===== config.mk =====
export PLATFORM = sky130hd
export DESIGN_NAME = rx_link_ctrl
export DESIGN_NICKNAME = d
export VERILOG_FILES = /design/src/rtl/rx_link_ctrl.sv
export SDC_FILE = /design/constraint.sdc
export NUM_CORES = 1
export LEC_CHECK = 0
export CAP_MARGIN = 20
export CORE_ASPECT_RATIO = 0.75
export CORE_MARGIN = 2
export CORE_UTILIZATION = 45
export CTS_CLUSTER_SIZE = 25
export DETAILED_ROUTE_END_ITERATION = 6
export GPL_TIMING_DRIVEN = 1
export PLACE_DENSITY_LB_ADDON = 0.2
export RECOVER_POWER = 25
export SYNTH_ARGS = -nofsm -noshare
export SYNTH_HDL_FRONTEND = slang
export SYNTH_SLANG_ARGS = --single-unit
export TNS_END_PERCENT = 20

===== constraint.sdc =====
create_clock -name clk -period 1.9 [get_ports clk]
set_input_delay 0.38 -clock clk [delete_from_list [all_inputs] [get_ports clk]]
set_output_delay 0.38 -clock clk [all_outputs]
set_load 0.03 [all_outputs]

===== src/rtl/rx_link_ctrl.sv =====
// Receive link-acquisition controller: finds the 10-bit word boundary using commas,
// requests bit slips while hunting, and drops lock when the windowed error count hits a limit.
module rx_link_ctrl #(
  parameter int unsigned LOCK_COMMAS = 4,
  parameter int unsigned HUNT_SYMS   = 16,
  parameter int unsigned ERR_LIMIT   = 8,
  parameter int unsigned WINDOW      = 256
) (
  input  logic       clk,
  input  logic       resetN,
  input  logic       symTick,
  input  logic       commaDet,
  input  logic       symErr,
  output logic       slip,
  output logic       linkUp,
  output logic       dataEn,
  output logic [1:0] state,
  output logic [7:0] errCount,
  output logic [3:0] lossCount
);

  localparam int unsigned HW = $clog2(HUNT_SYMS) + 1;
  localparam int unsigned CW = $clog2(LOCK_COMMAS) + 1;
  localparam int unsigned EW = $clog2(ERR_LIMIT) + 1;
  localparam int unsigned WW = $clog2(WINDOW) + 1;
  localparam int unsigned SW = 2;

  localparam logic [HW-1:0] HUNT_LAST = HW'(HUNT_SYMS - 1);
  localparam logic [CW-1:0] LOCK_LAST = CW'(LOCK_COMMAS - 1);
  localparam logic [EW-1:0] ERR_LAST  = EW'(ERR_LIMIT - 1);
  localparam logic [WW-1:0] WIN_LAST  = WW'(WINDOW - 1);

  typedef enum logic [1:0] {
    HUNT   = 2'b00,
    SLIP   = 2'b01,
    VERIFY = 2'b10,
    LOCKED = 2'b11
  } state_t;

  state_t        cur, nxt;
  logic [HW-1:0] huntCnt, hunt_n;
  logic [CW-1:0] commaCnt, comma_n;
  logic [SW-1:0] settleCnt, settle_n;
  logic [WW-1:0] winCnt, win_n;
  logic [EW-1:0] winErr, werr_n;
  logic [7:0]    err_n;
  logic [3:0]    loss_n;
  logic          slip_n;

  always_comb begin
    nxt      = cur;
    hunt_n   = huntCnt;
    comma_n  = commaCnt;
    settle_n = settleCnt;
    win_n    = winCnt;
    werr_n   = winErr;
    err_n    = errCount;
    loss_n   = lossCount;
    if (symTick) begin
      unique case (cur)
        HUNT: begin
          if (commaDet) begin
            nxt     = VERIFY;
            comma_n = CW'(1);
          end else if (huntCnt == HUNT_LAST) begin
            nxt      = SLIP;
            hunt_n   = '0;
            settle_n = '0;
          end else begin
            hunt_n = huntCnt + HW'(1);
          end
        end
        SLIP: begin
          if (settleCnt == SW'(1)) begin
            nxt    = HUNT;
            hunt_n = '0;
          end else begin
            settle_n = settleCnt + SW'(1);
          end
        end
        VERIFY: begin
          if (symErr || !commaDet) begin
            nxt    = HUNT;
            hunt_n = '0;
          end else if (commaCnt == LOCK_LAST) begin
            nxt    = LOCKED;
            err_n  = '0;
            win_n  = '0;
            werr_n = '0;
          end else begin
            comma_n = commaCnt + CW'(1);
          end
        end
        LOCKED: begin
          if (symErr && errCount != '1) err_n = errCount + 8'd1;
          // an error on the window's last symbol still counts toward that window
          if (symErr && winErr == ERR_LAST) begin
            nxt    = HUNT;
            hunt_n = '0;
            if (lossCount != '1) loss_n = lossCount + 4'd1;
          end else if (winCnt == WIN_LAST) begin
            win_n  = '0;
            werr_n = '0;
          end else begin
            win_n = winCnt + WW'(1);
            if (symErr) werr_n = winErr + EW'(1);
          end
        end
        default: nxt = HUNT;
      endcase
    end
    slip_n = (cur != SLIP) && (nxt == SLIP);
  end

  always_ff @(posedge clk or negedge resetN) begin
    if (!resetN) begin
      cur       <= HUNT;
      huntCnt   <= '0;
      commaCnt  <= '0;
      settleCnt <= '0;
      winCnt    <= '0;
      winErr    <= '0;
      errCount  <= '0;
      lossCount <= '0;
      slip      <= 1'b0;
      linkUp    <= 1'b0;
    end else begin
      cur       <= nxt;
      huntCnt   <= hunt_n;
      commaCnt  <= comma_n;
      settleCnt <= settle_n;
      winCnt    <= win_n;
      winErr    <= werr_n;
      errCount  <= err_n;
      lossCount <= loss_n;
      slip      <= slip_n;
      linkUp    <= (nxt == LOCKED);
    end
  end

  assign state  = cur;
  assign dataEn = linkUp & symTick & ~commaDet & ~symErr;

endmodule


* Yosys cells after proc, flatten, opt, wreduce, memory -nomap -nowiden
Cells that the tools add are included. W data, S select, Z words.
Word-level totals: register bits 39
Operators by class: reduce and logical (&&, ||, !) cells 16, mux-type cells 37, equality and inequality tests 26, $add $sub $neg 7, bitwise operators 5
Operators with widths (number):
- $mux W9 | 4
- $mux W5 | 5
- $reduce_and A5 Y1 | 5
- $mux W8 | 3
- $ne A2 B2 Y1 const B | 12
- $mux W2 | 10
- $mux W4 | 5
- $pmux W5 S4 | 1
- $pmux W9 S2 | 1
- $pmux W8 S2 | 1
- $add A9 B1 Y9 const B | 1
- $eq A9 B8 Y1 const B | 1
- $mux W3 | 3
- $add A4 B1 Y4 const B | 2
- $add A8 B1 Y8 const B | 1
- $ne A8 B8 Y1 const B | 1
- $pmux W2 S4 | 1
- $pmux W4 S2 | 1
- $eq A2 B1 Y1 const B | 3
- $eq A2 B2 Y1 const B | 3
- $pmux W3 S2 | 1
- $reduce_and A6 Y1 | 1
- $reduce_bool A2 Y1 | 3
- $add A5 B1 Y5 const B | 1
- 16 further kinds | 21

* Logic depth before layout (Yosys ltp)
word-level depth 7, gate-level depth with buffers 7

* Worst setup path after synthesis
No wires, ideal clock.
kind input port to output port, start point input symTick, end point output dataEn, cell stages on the path 2, data arrival time 1.577 ns, buffers on the path 1, slack -0.057 ns, required time 1.520 ns, cell sequence clkbuf_1 > nor4bb_1
Between the ends: word-level cells in the longest chain between the ends 3
Ends and longest elaborated chain:
- start: declaration | line 11 | input logic symTick,
- $and A1 B1 Y1 (3 in a row) | line 142 | assign dataEn = linkUp & symTick & ~commaDet & ~symErr;
- end: declaration | line 16 | output logic dataEn,
No other way between the ends.

* Worst setup path after layout
start point register commaCnt[0], end point register errCount[5]
Between the ends: word-level cells in the longest chain between the ends 3
Ends and longest elaborated chain:
- start: declaration | line 42 | logic [CW-1:0] commaCnt, comma_n;
- start signal: assignment | line 130 | commaCnt <= comma_n;
- $eq A3 B2 Y1 | line 85 | end else if (commaCnt == LOCK_LAST) begin
- $ne A2 B2 Y1 (no line)
- $reduce_and A5 Y1 (no line)
- end signal: assignment | line 134 | errCount <= err_n;
- end: declaration | line 18 | output logic [7:0] errCount,
No other way between the ends. A chain may end at the register's enable or synchronous reset.

==> results.rst <==
.. list-table::
   :header-rows: 1

   * - Metric
     - Value
   * - Clock skew
     - 0.00854 ns
   * - Die Footprint
     - 5360 um^2
   * - FF+latch count, synth
     - 39
   * - Total power density per cell area
     - 1110 nW/um^2
   * - Number of optimization iterations in the first detailed-route pass
     - 4
   * - Final core occ
     - 63.8%
   * - Setup violation total in the final timing report
     - 1
   * - Top flip-flop cell by instance count after synthesis
     - dfrtp_1
   * - Number of cells in the finished layout apart from fillers
     - 330
   * - Detailed-route via count
     - roughly 1900
   * - Maximum clock insertion buffer count
     - 2
   * - Antenna diodes
     - 0
   * - Clock buffers created by TritonCTS
     - 5
   * - Top post-synthesis cells by area
     - dfrtp_1, ha_1, a22o_1
   * - Pin count of the biggest net entering global routing
     - 22
   * - Initial antenna violation count
     - 0
   * - Vias in the first global route
     - 1764
   * - Register area share after synthesis
     - 45.3%
   * - Max Freq
     - between 500 and 600 MHz
   * - Cell taking the most area after synthesis
     - dfrtp_1
   * - Leak
     - 1.27 nW
   * - Startpoint-to-endpoint class of the critical path
     - reg2reg
   * - Worst ir drop on vdd
     - 854 uV
   * - Leftover overflow at the end of global routing
     - 0
   * - Post-Syn Area per Cell
     - 10.1 um^2
   * - Data required time at the worst endpoint
     - ~2.1 ns
   * - Number of primary I/O pins
     - 22
   * - Worst setup EP type
     - register
   * - Hold Path Class
     - in2async
   * - Net count, final
     - approximately 290
   * - TritonCTS clock tree
     - yes
   * - Critical Path Start Type
     - register
   * - Design Area, Final
     - around 2900 um^2
   * - Initial Util
     - 47.6%
   * - Cell area after technology mapping
     - 2150 um^2
   * - Detailed-route wire length
     - 4860 um
   * - Post-synthesis cell count
     - 213
   * - Share of Yosys cell area claimed by the top area cell type
     - between 40% and 50%
   * - Half-perimeter wire length after placement
     - approximately 3500 um
   * - Result of the run
     - complete, but fails checks
   * - # fillers
     - 392
   * - Ratio of routed vias to standard cells
     - about 5.6
   * - Clock-pin transition on the worst setup and hold timing paths
     - 0.07 ns
   * - Peak fanout along the critical path
     - 8
   * - Hold Worst Slack
     - 0.232 ns
   * - Starting DRC count in detailed routing
     - 115
   * - Cell variety after synth
     - 55
   * - DIE HEIGHT
     - 63.9 um
   * - Area overhead of the layout relative to synthesis
     - 34.0%
   * - Placeable core region
     - around 4500 um^2
   * - Source-to-sink clock delay at the later pin of the worst-skew pair
     - 0.29 ns
   * - Most frequent standard cell in the layout excluding fill and tap cells
     - dfrtp_1
   * - Yosys Warn Count
     - 0
   * - EDFF count, synth
     - 0
   * - Top library cells by usage in the layout, fill and taps aside
     - dfrtp_1, buf_4, nand2_1
   * - DRC violations left
     - 0
   * - Routed wire length per instance
     - between 10 and 15 um
   * - Wire length of the first global-routing pass
     - 8420 um
   * - Setup repair after global routing missed its margin
     - yes
   * - Routed Antenna Nets
     - 0
   * - Syn_nets
     - 226
   * - Overall global routing resource usage
     - 19.4%
   * - Final worst path period share
     - 101%
   * - Cell Rows
     - 21
   * - Crit path setup slack, layout
     - -0.0181 ns
   * - # clock sinks
     - 39
   * - Total placed cells including tap cells
     - 320
   * - Horizontal extent of the die
     - around 84 um
   * - Htree depth
     - 2
   * - Master cell of the clock root buffer
     - clkbuf_8
   * - Sum of internal, switching and leakage power
     - 3.21 mW
   * - Share of layout cells above drive strength 1
     - 25.6%
   * - Maximum capacitance violations
     - 0
   * - FFs w/ async S/R, synth
     - 100%
   * - Buffers on Ports
     - 21
   * - Slew Limit Headroom
     - 34.2%
   * - Shortest clock period the worst path allows after layout
     - 1.92 ns
   * - Data arrival, critical path
     - 2.13 ns
   * - RePlAce Congestion
     - 0.785
   * - Transition time at the pin with the least slew margin
     - 0.986 ns
   * - Post-placement cell area
     - about 2700 um^2
   * - Violated checks
     - negative setup slack
   * - Max-slew violation total from the final report
     - 0
   * - Number of hold violations in the final report
     - 0
==> sequential cells by signal, indices dropped and copies added, names as in the netlist, 2 cells and up <==
signal     cells
settleCnt      2
errCount       8
lossCount      4
commaCnt       3
state          2
winErr         4
winCnt         9
huntCnt        5
==> critical path, stage by stage (launching register included) <==
cell and delay [ns]:
dfrtp_1 0.37, ha_2 0.20, ha_4 0.15, nor4bb_4 0.26
o221ai_4 0.21, or4_4 0.54, a21oi_2 0.12
==> stage by stage <==
step	worst slack (ns)	setup TNS, ns
2_1_floorplan	0.00914	0
3_3_place_gp	-0.290	-5.91
3_5_place_dp	-0.344	-6.02
4_1_cts	0.00169	0
5_1_grt	-0.153	-0.707
6_report	-0.0181	-0.0181
==> timing repair <==
item | CTS | global route
resized for setup | 10 | 9
hold buffers | 0 | 0
pin swaps | 3 | 6
buffers inserted | 1 | 1
endpoints found under the setup margin | 12 | 10
==> worst paths after layout <==
check / start / endpoint / slack (ns) / cells past startpoint
worst max-delay path: commaCnt[0] / errCount[5] / -0.02 / 6
worst min-delay path: resetN / lossCount[1] / 0.23 / 1
worst max register to register: commaCnt[0] / errCount[5] / -0.02 / 6
worst min register to register: huntCnt[4] / huntCnt[4] / 0.49 / 1
max in group asynchronous: resetN / errCount[0] / 0.60 / 2
min in group clk: huntCnt[4] / huntCnt[4] / 0.49 / 1
==> cell families (layout without fill, tap and decap cells) <==
kind of cell    after synthesis  after routing  synth area share [%]
simple gates                 82             82                  21.8
compound gates               61             61                  21.0
flops                        39             39                  45.3
buf+inv                      14             74                  3.02
fa+ha+maj                     8              8                  4.65
mux                           6              6                  2.96
xor+xnor                      3              3                  1.22
==> cells in the mapped netlist, types with 2 or more instances <==
master    count
o21ai_0      12
nand4b_1      2
or2_2         4
nand4_1       6
nand3b_1      2
nand2b_1      2
dfrtp_1      39
o41ai_1       2
nor3_1        3
nor4bb_1      2
xnor2_1       2
inv_1         7
ha_1          8
nor2_1       11
a21oi_1       6
and2_1        5
a22o_1        9
nand3_1       8
o21a_1        3
clkbuf_1      4
mux2i_1       3
nor2b_1       6
or4_1         5
a21o_1        2
a32o_1        2
nand2_1      17
and3_1        3
mux2_2        3
o21ai_1       3
o31ai_1       7
==> area by class of cell <==
type	count	area, um^2	share of cell area, %
clock buffer	6	82.6	2.86
clock inverter	2	35.0	1.21
inverter	7	26.3	0.911
multi-input combinational	160	1200	41.6
sequential	39	976	33.8
tap	57	71.3	2.47
timing repair buffer	59	494	17.1
==> per-layer routing <==
layer,up-vias,global-route usage (%),wire length (um)
li1,925,-,-
met1,889,28.1,2540
met2,32,30.2,2100
met3,5,4.26,183
met4,0,4.23,36
met5,-,0,0
==> report_power, final <==
part / internal [mW] / total (mW) / leakage (nW) / switching (mW)
logic: 0.640 / 1.28 / 0.687 / 0.644
clock network: 0.425 / 0.717 / 0.0612 / 0.292
registers: 1.01 / 1.21 / 0.522 / 0.195
total: 2.08 / 3.21 / 1.27 / 1.13
Note: power is estimated with default switching activity, not from simulation.
